[src/rtl/cska_pkg.sv]
// Shared definitions for the pipelined carry-skip adder/subtractor.
//   n_blocks()    : number of ripple blocks for a given operand width
//   cska_flags_t  : carry-out / signed-overflow pair held in the last stage
//   DEF_*         : default geometry (64-bit operands, 4-bit blocks, 2 stages)
package cska_pkg;

  localparam int DEF_WIDTH  = 64;
  localparam int DEF_BLOCK  = 4;
  localparam int DEF_STAGES = 2;

  typedef struct packed {
    logic cout;
    logic ovf;
  } cska_flags_t;

  function automatic int n_blocks(input int width, input int block);
    return width / block;
  endfunction

endpackage

[src/rtl/cska_block.sv]
// One carry-skip block: BLOCK-bit ripple chain plus skip multiplexer.
//   a, b       : block operand slices (b is already inverted for subtract)
//   cin        : carry into the block
//   sum        : block sum bits, always taken from the ripple chain
//   cout_skip  : carry out; bypasses the ripple chain when every bit propagates
//   p          : block propagate (all bit positions a^b)
module cska_block #(
  parameter int BLOCK = 4
) (
  input  logic [BLOCK-1:0] a,
  input  logic [BLOCK-1:0] b,
  input  logic             cin,
  output logic [BLOCK-1:0] sum,
  output logic             cout_skip,
  output logic             p
);

  logic [BLOCK:0]   c;
  logic [BLOCK-1:0] t;

  assign t    = a ^ b;
  assign c[0] = cin;

  for (genvar i = 0; i < BLOCK; i++) begin : g_bit
    assign sum[i]   = t[i] ^ c[i];
    assign c[i + 1] = (a[i] & b[i]) | (t[i] & c[i]);
  end

  assign p         = &t;
  assign cout_skip = p ? cin : c[BLOCK];

endmodule

[src/rtl/cska_pipe.sv]
// Pipelined carry-skip adder/subtractor with valid/ready on both sides.
//   clk, rst              : clock, synchronous active-high reset
//   in_valid/in_ready     : input handshake; in_ready depends only on output side
//   in_a, in_b, in_cin    : operands and carry-in (carry-in ignored when subtracting)
//   in_sub                : 1 = A-B
//   out_valid/out_ready   : output handshake
//   out_sum, out_cout,
//   out_ovf               : result, carry out of MSB, signed overflow
// Stage s handles blocks [s*K, (s+1)*K). Each non-final stage registers the
// sum bits finished so far, the operand bits still to be consumed and its
// outgoing carry. The whole pipe advances or holds together.
module cska_pipe
  import cska_pkg::*;
#(
  parameter int WIDTH  = DEF_WIDTH,
  parameter int BLOCK  = DEF_BLOCK,
  parameter int STAGES = DEF_STAGES
) (
  input  logic             clk,
  input  logic             rst,
  input  logic             in_valid,
  output logic             in_ready,
  input  logic [WIDTH-1:0] in_a,
  input  logic [WIDTH-1:0] in_b,
  input  logic             in_cin,
  input  logic             in_sub,
  output logic             out_valid,
  input  logic             out_ready,
  output logic [WIDTH-1:0] out_sum,
  output logic             out_cout,
  output logic             out_ovf
);

  localparam int NB = n_blocks(WIDTH, BLOCK);
  localparam int K  = NB / ((STAGES < 1) ? 1 : STAGES);
  localparam int SW = K * BLOCK;

  if ((WIDTH % BLOCK) != 0 || STAGES < 1 || (NB % ((STAGES < 1) ? 1 : STAGES)) != 0)
  begin : g_bad_cfg
    $error("cska_pipe: WIDTH must be a multiple of BLOCK and WIDTH/BLOCK a multiple of STAGES");
  end

  logic              adv;
  logic [STAGES-1:0] vld_q;
  logic [WIDTH-1:0]  beff_in;
  logic              cin_eff;
  cska_flags_t       flags_q;

  assign adv      = ~vld_q[STAGES-1] | out_ready;
  assign in_ready = adv;
  assign beff_in  = in_sub ? ~in_b : in_b;
  assign cin_eff  = in_sub | in_cin;

  // Bubbles travel with the data; nothing is collapsed.
  always_ff @(posedge clk) begin
    if (rst) begin
      vld_q <= '0;
    end else if (adv) begin
      vld_q[0] <= in_valid;
      for (int s = 1; s < STAGES; s++) vld_q[s] <= vld_q[s-1];
    end
  end

  for (genvar s = 0; s < STAGES; s++) begin : g_stage
    localparam int DONE = (s + 1) * SW;
    localparam int REM  = WIDTH - DONE;

    logic [SW-1:0]   a_s;
    logic [SW-1:0]   b_s;
    logic [SW-1:0]   sum_s;
    logic [K:0]      c_s;
    logic [K-1:0]    p_s;
    logic            c_out;
    logic [DONE-1:0] sum_nxt;
    logic [DONE-1:0] sum_q;

    if (s == 0) begin : g_src
      assign a_s     = in_a[SW-1:0];
      assign b_s     = beff_in[SW-1:0];
      assign c_s[0]  = cin_eff;
      assign sum_nxt = sum_s;
    end else begin : g_src
      assign a_s     = g_stage[s-1].g_fwd.a_q[SW-1:0];
      assign b_s     = g_stage[s-1].g_fwd.b_q[SW-1:0];
      assign c_s[0]  = g_stage[s-1].g_fwd.c_q;
      assign sum_nxt = {sum_s, g_stage[s-1].sum_q};
    end

    for (genvar k = 0; k < K; k++) begin : g_blk
      cska_block #(.BLOCK(BLOCK)) u_blk (
        .a         (a_s[k*BLOCK +: BLOCK]),
        .b         (b_s[k*BLOCK +: BLOCK]),
        .cin       (c_s[k]),
        .sum       (sum_s[k*BLOCK +: BLOCK]),
        .cout_skip (c_s[k+1]),
        .p         (p_s[k])
      );
    end

    // Second skip level: a stage that propagates end to end hands its
    // incoming carry straight to the boundary register.
    assign c_out = (&p_s) ? c_s[0] : c_s[K];

    always_ff @(posedge clk) begin
      if (rst)      sum_q <= '0;
      else if (adv) sum_q <= sum_nxt;
    end

    if (s < STAGES - 1) begin : g_fwd
      logic [REM-1:0] a_rem;
      logic [REM-1:0] b_rem;
      logic [REM-1:0] a_q;
      logic [REM-1:0] b_q;
      logic           c_q;

      if (s == 0) begin : g_rem
        assign a_rem = in_a[WIDTH-1:SW];
        assign b_rem = beff_in[WIDTH-1:SW];
      end else begin : g_rem
        assign a_rem = g_stage[s-1].g_fwd.a_q[REM+SW-1:SW];
        assign b_rem = g_stage[s-1].g_fwd.b_q[REM+SW-1:SW];
      end

      always_ff @(posedge clk) begin
        if (rst) begin
          a_q <= '0;
          b_q <= '0;
          c_q <= 1'b0;
        end else if (adv) begin
          a_q <= a_rem;
          b_q <= b_rem;
          c_q <= c_out;
        end
      end
    end else begin : g_last
      // The operand MSBs live in this stage's slice, so overflow is
      // resolved here rather than carried as separate bits.
      always_ff @(posedge clk) begin
        if (rst) begin
          flags_q <= '0;
        end else if (adv) begin
          flags_q.cout <= c_out;
          flags_q.ovf  <= (a_s[SW-1] == b_s[SW-1]) && (sum_s[SW-1] != a_s[SW-1]);
        end
      end
    end
  end

  assign out_valid = vld_q[STAGES-1];
  assign out_sum   = g_stage[STAGES-1].sum_q;
  assign out_cout  = flags_q.cout;
  assign out_ovf   = flags_q.ovf;

endmodule

[config.mk]
export PLATFORM = sky130hd
export DESIGN_NAME = cska_pipe
export DESIGN_NICKNAME = d
export VERILOG_FILES = /design/src/rtl/cska_pkg.sv /design/src/rtl/cska_block.sv /design/src/rtl/cska_pipe.sv
export SDC_FILE = /design/constraint.sdc
export NUM_CORES = 1
export LEC_CHECK = 0
export ABC_AREA = 0
export BUFFER_PORTS_ARGS = -buffer_cell sky130_fd_sc_hd__buf_2
export CAP_MARGIN = 30
export CORE_ASPECT_RATIO = 1.4
export CORE_MARGIN = 8
export CORE_UTILIZATION = 40
export DETAILED_ROUTE_END_ITERATION = 7
export GPL_ROUTABILITY_DRIVEN = 0
export GPL_TIMING_DRIVEN = 0
export PLACE_DENSITY_LB_ADDON = 0.05
export RECOVER_POWER = 100
export SYNTH_ARGS = -nofsm -noshare
export SYNTH_HDL_FRONTEND = slang
export SYNTH_SLANG_ARGS = --single-unit
export TNS_END_PERCENT = 50
[constraint.sdc]
create_clock -name clk -period 22.7 [get_ports clk]
set_clock_uncertainty 0.2 [all_clocks]
set_input_delay 0 -clock clk [delete_from_list [all_inputs] [get_ports clk]]
set_output_delay 0 -clock clk [all_outputs]
set_load 0.01 [all_outputs]
==> qor.yml <==
diodes: 0
n_fill_cell: 2150
busiest_layer: "met2"
rsz0062_at_grt: "false"
power_uw: 863.0
cts.sinks: 165
p_per_area_mw_per_mm2: 71.46
die_h_um: 192.2
synth_seq_area_share: 0.3724
antenna_left: 0
setup.worst_path.end: "g_stage[0].sum_q[30]"
drc: 0
path_depth: 49
p_leak_nw: 5.506
tns_ns: 0
grtUsageTotal: 0.1994
via_count: 7571
routedWlPerCell_um: 15.97
syn_area_mm2: 0.008870
clk_pin_slew_ns: 0.06
die_w_um: 141.9
worstMarginPinSlew_ns: 0.7900
required_ns: 22.84
cp-start-kind: "input port"
drtIter0Drc: 202
dieArea_mm2: 0.02726
synth_cells: 985
rr_worst_depth: 52
global_route.usage.met3: 0.04801
area_delta_synth_final_pct: 36.15
dpl.hpwl_um: 20310
grt_overflow: 0
cts-htree-levels: 4
critPathBufInv: 6
grt_pass1_wl_um: 41890
final_net_count: 1596
start_util: 0.4072
endpoint_kind: "flip-flop"
min_path_type: "input port to flip-flop"
synth_compound_area_frac: 0.1255
rows: 64
clock_latency_ns: 0.43
post-route-min-period_ns: 17.65
avgSynthCellArea_um2: 9.005
grt_max_degree: 17
crit_type: "input port to flip-flop"
cts_setup_buffers: 0
cts_tree: "yes"
ctsResizeCount: 0
synth_flop_cell: "dfxtp_1"
synth_edf_count: 0
vias_per_cell: 4.605
synth_xor_area_frac: 0.06418
grtUsageMet1: 0.2033
worst_ep_arrival_time_ns: 17.79
drv_slew: 0
fin_crit_sh: 0.7777
r2r_slack_ns: 7.06
worstHoldStart: "in_b[31]"
synth_simple_gate_area_frac: 0.1375
cap_viol_max_count: 0
synth_top_family_by_area: "adder cells"
path_common_cell: "fa_1"
io_pins: 202
io_buffers: 201
core_mm2: 0.02178
synthAdderAreaFrac: 0.2347
ir_drop_v: 0.00005361
syn-num-nets: 1247
antenna_found_initial: 0
max_stage_delay_ns: 0.67
ys_ff_latch: 165
holdBufCountCts: 129
grt_pass1_vias: 8083
path_delay_family: "adder cells"
drtPass1Iterations: 4
r2r-start: "g_stage[0].g_fwd.c_q"
use_met2: 0.3886
wirelength_um: 26260
r2r-end: "out_ovf"
cp_slowest_cell: "clkbuf_1"
finalSetupViolCount: 0
status: "complete, no violations"
crit_start: "in_sub"
slew_headroom: 0.4733
fmax_mhz: 56.65
synth_mux_area_frac: 0.006066
drive_above_1_share: 0.1262
yosysWarnings: 0
async_reset_ff_frac: 0
synth_cell_types: 35
cts_buffer_depth: 2
cts_root_buf: "clkbuf_16"
hold_viol: 0
cp_max_fo: 10
numCtsBuffers: 17
## layer usage
layer  share of wire  wire, um  vias to the layer above
met1            0.39     10150                     3548
met4           0.016       418                        0
met5               0         0                        -
met3           0.045      1181                       18
met2            0.55     14510                      136
li1                -         -                     3869
## registers in the layout, indices dropped and copies added, names as in the netlist
register / flops
vld_q: 2
g_stage.g_fwd.b_q: 32
out_ovf: 1
out_cout: 1
g_stage.sum_q: 32
g_stage.g_fwd.a_q: 32
g_stage.g_fwd.c_q: 1
out_sum: 64
## area by class of cell
cell class                      instances  area [um2]  area share
Clock inverter                          9       173.9     0.01440
Inverter                               72       270.3     0.02238
Timing Repair Buffer                  330        2211      0.1831
Clock buffer                           23       467.9     0.03875
Sequential cell                       165        3303      0.2735
Tap cell                              297       371.6     0.03077
Buffer                                 61       240.2     0.01989
Multi-Input combinational cell        687        5039      0.4172
## where the power goes
group          switching, mW  leakage [nW]  internal (mW)
Clock                  0.116         0.315          0.201
Sequential            0.0224          1.37          0.325
Combinational         0.0987          3.82         0.0999
Total                  0.237          5.51          0.626
## worst min path at each step
stage / endpoint / slack, ns / depth (start not counted)
global placement: g_stage[0].g_fwd.a_q[5] / 0.05 / 3
CTS: g_stage[0].g_fwd.b_q[2] / 0.01 / 4
global route: g_stage[0].sum_q[31] / 0.13 / 5
finish: g_stage[0].sum_q[31] / 0.12 / 5
detailed placement: g_stage[0].g_fwd.a_q[10] / 0.05 / 3
floorplan: g_stage[0].g_fwd.a_q[0] / -0.06 / 2
## cells in the final DEF (no fill, tap or decap), types with 3 or more instances in the layout
master / instances
clkbuf_1: 124
a21oi_1: 103
ha_1: 64
a211oi_1: 66
nand3_1: 3
clkinv_2: 3
xor2_1: 35
dfxtp_1: 165
bufinv_16: 5
mux2_1: 3
dlygate4sd3_1: 129
o21ai_0: 3
xnor2_1: 30
nand4_1: 15
nor3_1: 3
nor2_1: 78
nand2_1: 201
fa_1: 64
buf_2: 141
clkbuf_16: 17
inv_1: 72
## Yosys cell counts (all sizes together) (2+ instances only)
master / n / area, um2
nor2: 78 / 292.8
xnor2: 30 / 262.8
fa: 64 / 1281
dfxtp: 165 / 3303
nand4: 15 / 93.84
mux2i: 2 / 20.02
clkbuf: 34 / 127.6
xor2: 35 / 306.5
buf: 27 / 130.1
nor2b: 2 / 12.51
nand2: 201 / 754.5
a21oi: 103 / 515.5
mux2: 3 / 33.78
nand3: 3 / 15.01
and4: 2 / 17.52
ha: 64 / 800.8
o21ai: 4 / 23.77
nor3: 3 / 15.01
inv: 72 / 270.3
a211oi: 66 / 495.5
## logic make-up after synthesis
family / Yosys count
buffers and inverters: 133
AO/OA/AOI/OAI: 182
adder cells (fa/ha/maj): 128
multiplexers: 5
flip-flops: 165
AND/OR/NAND/NOR: 307
XOR/XNOR: 65
## per-stage QoR
step / util / instances / area, um2 / hold WS (ns) / setup slack (ns)
floorplan: - / 985 / 8870 / -0.05955 / 6.656
global placement: 0.4705 / 1483 / 10250 / 0.04900 / 5.207
detailed placement: 0.4705 / 1483 / 10250 / 0.05157 / 5.147
CTS: 0.5592 / 1644 / 12180 / 0.01478 / 5.506
global route: 0.5545 / 1644 / 12080 / 0.1285 / 4.168
finish: 0.5545 / 1644 / 12080 / 0.1219 / 5.047
## worst min-delay path, cell delays in order
cell and delay [ns]:
buf_2 0.11, xor2_1 0.20, fa_1 0.22, nand2_1 0.05, a21oi_1 0.13
No activity file was read; power rests on OpenSTA's default activity.
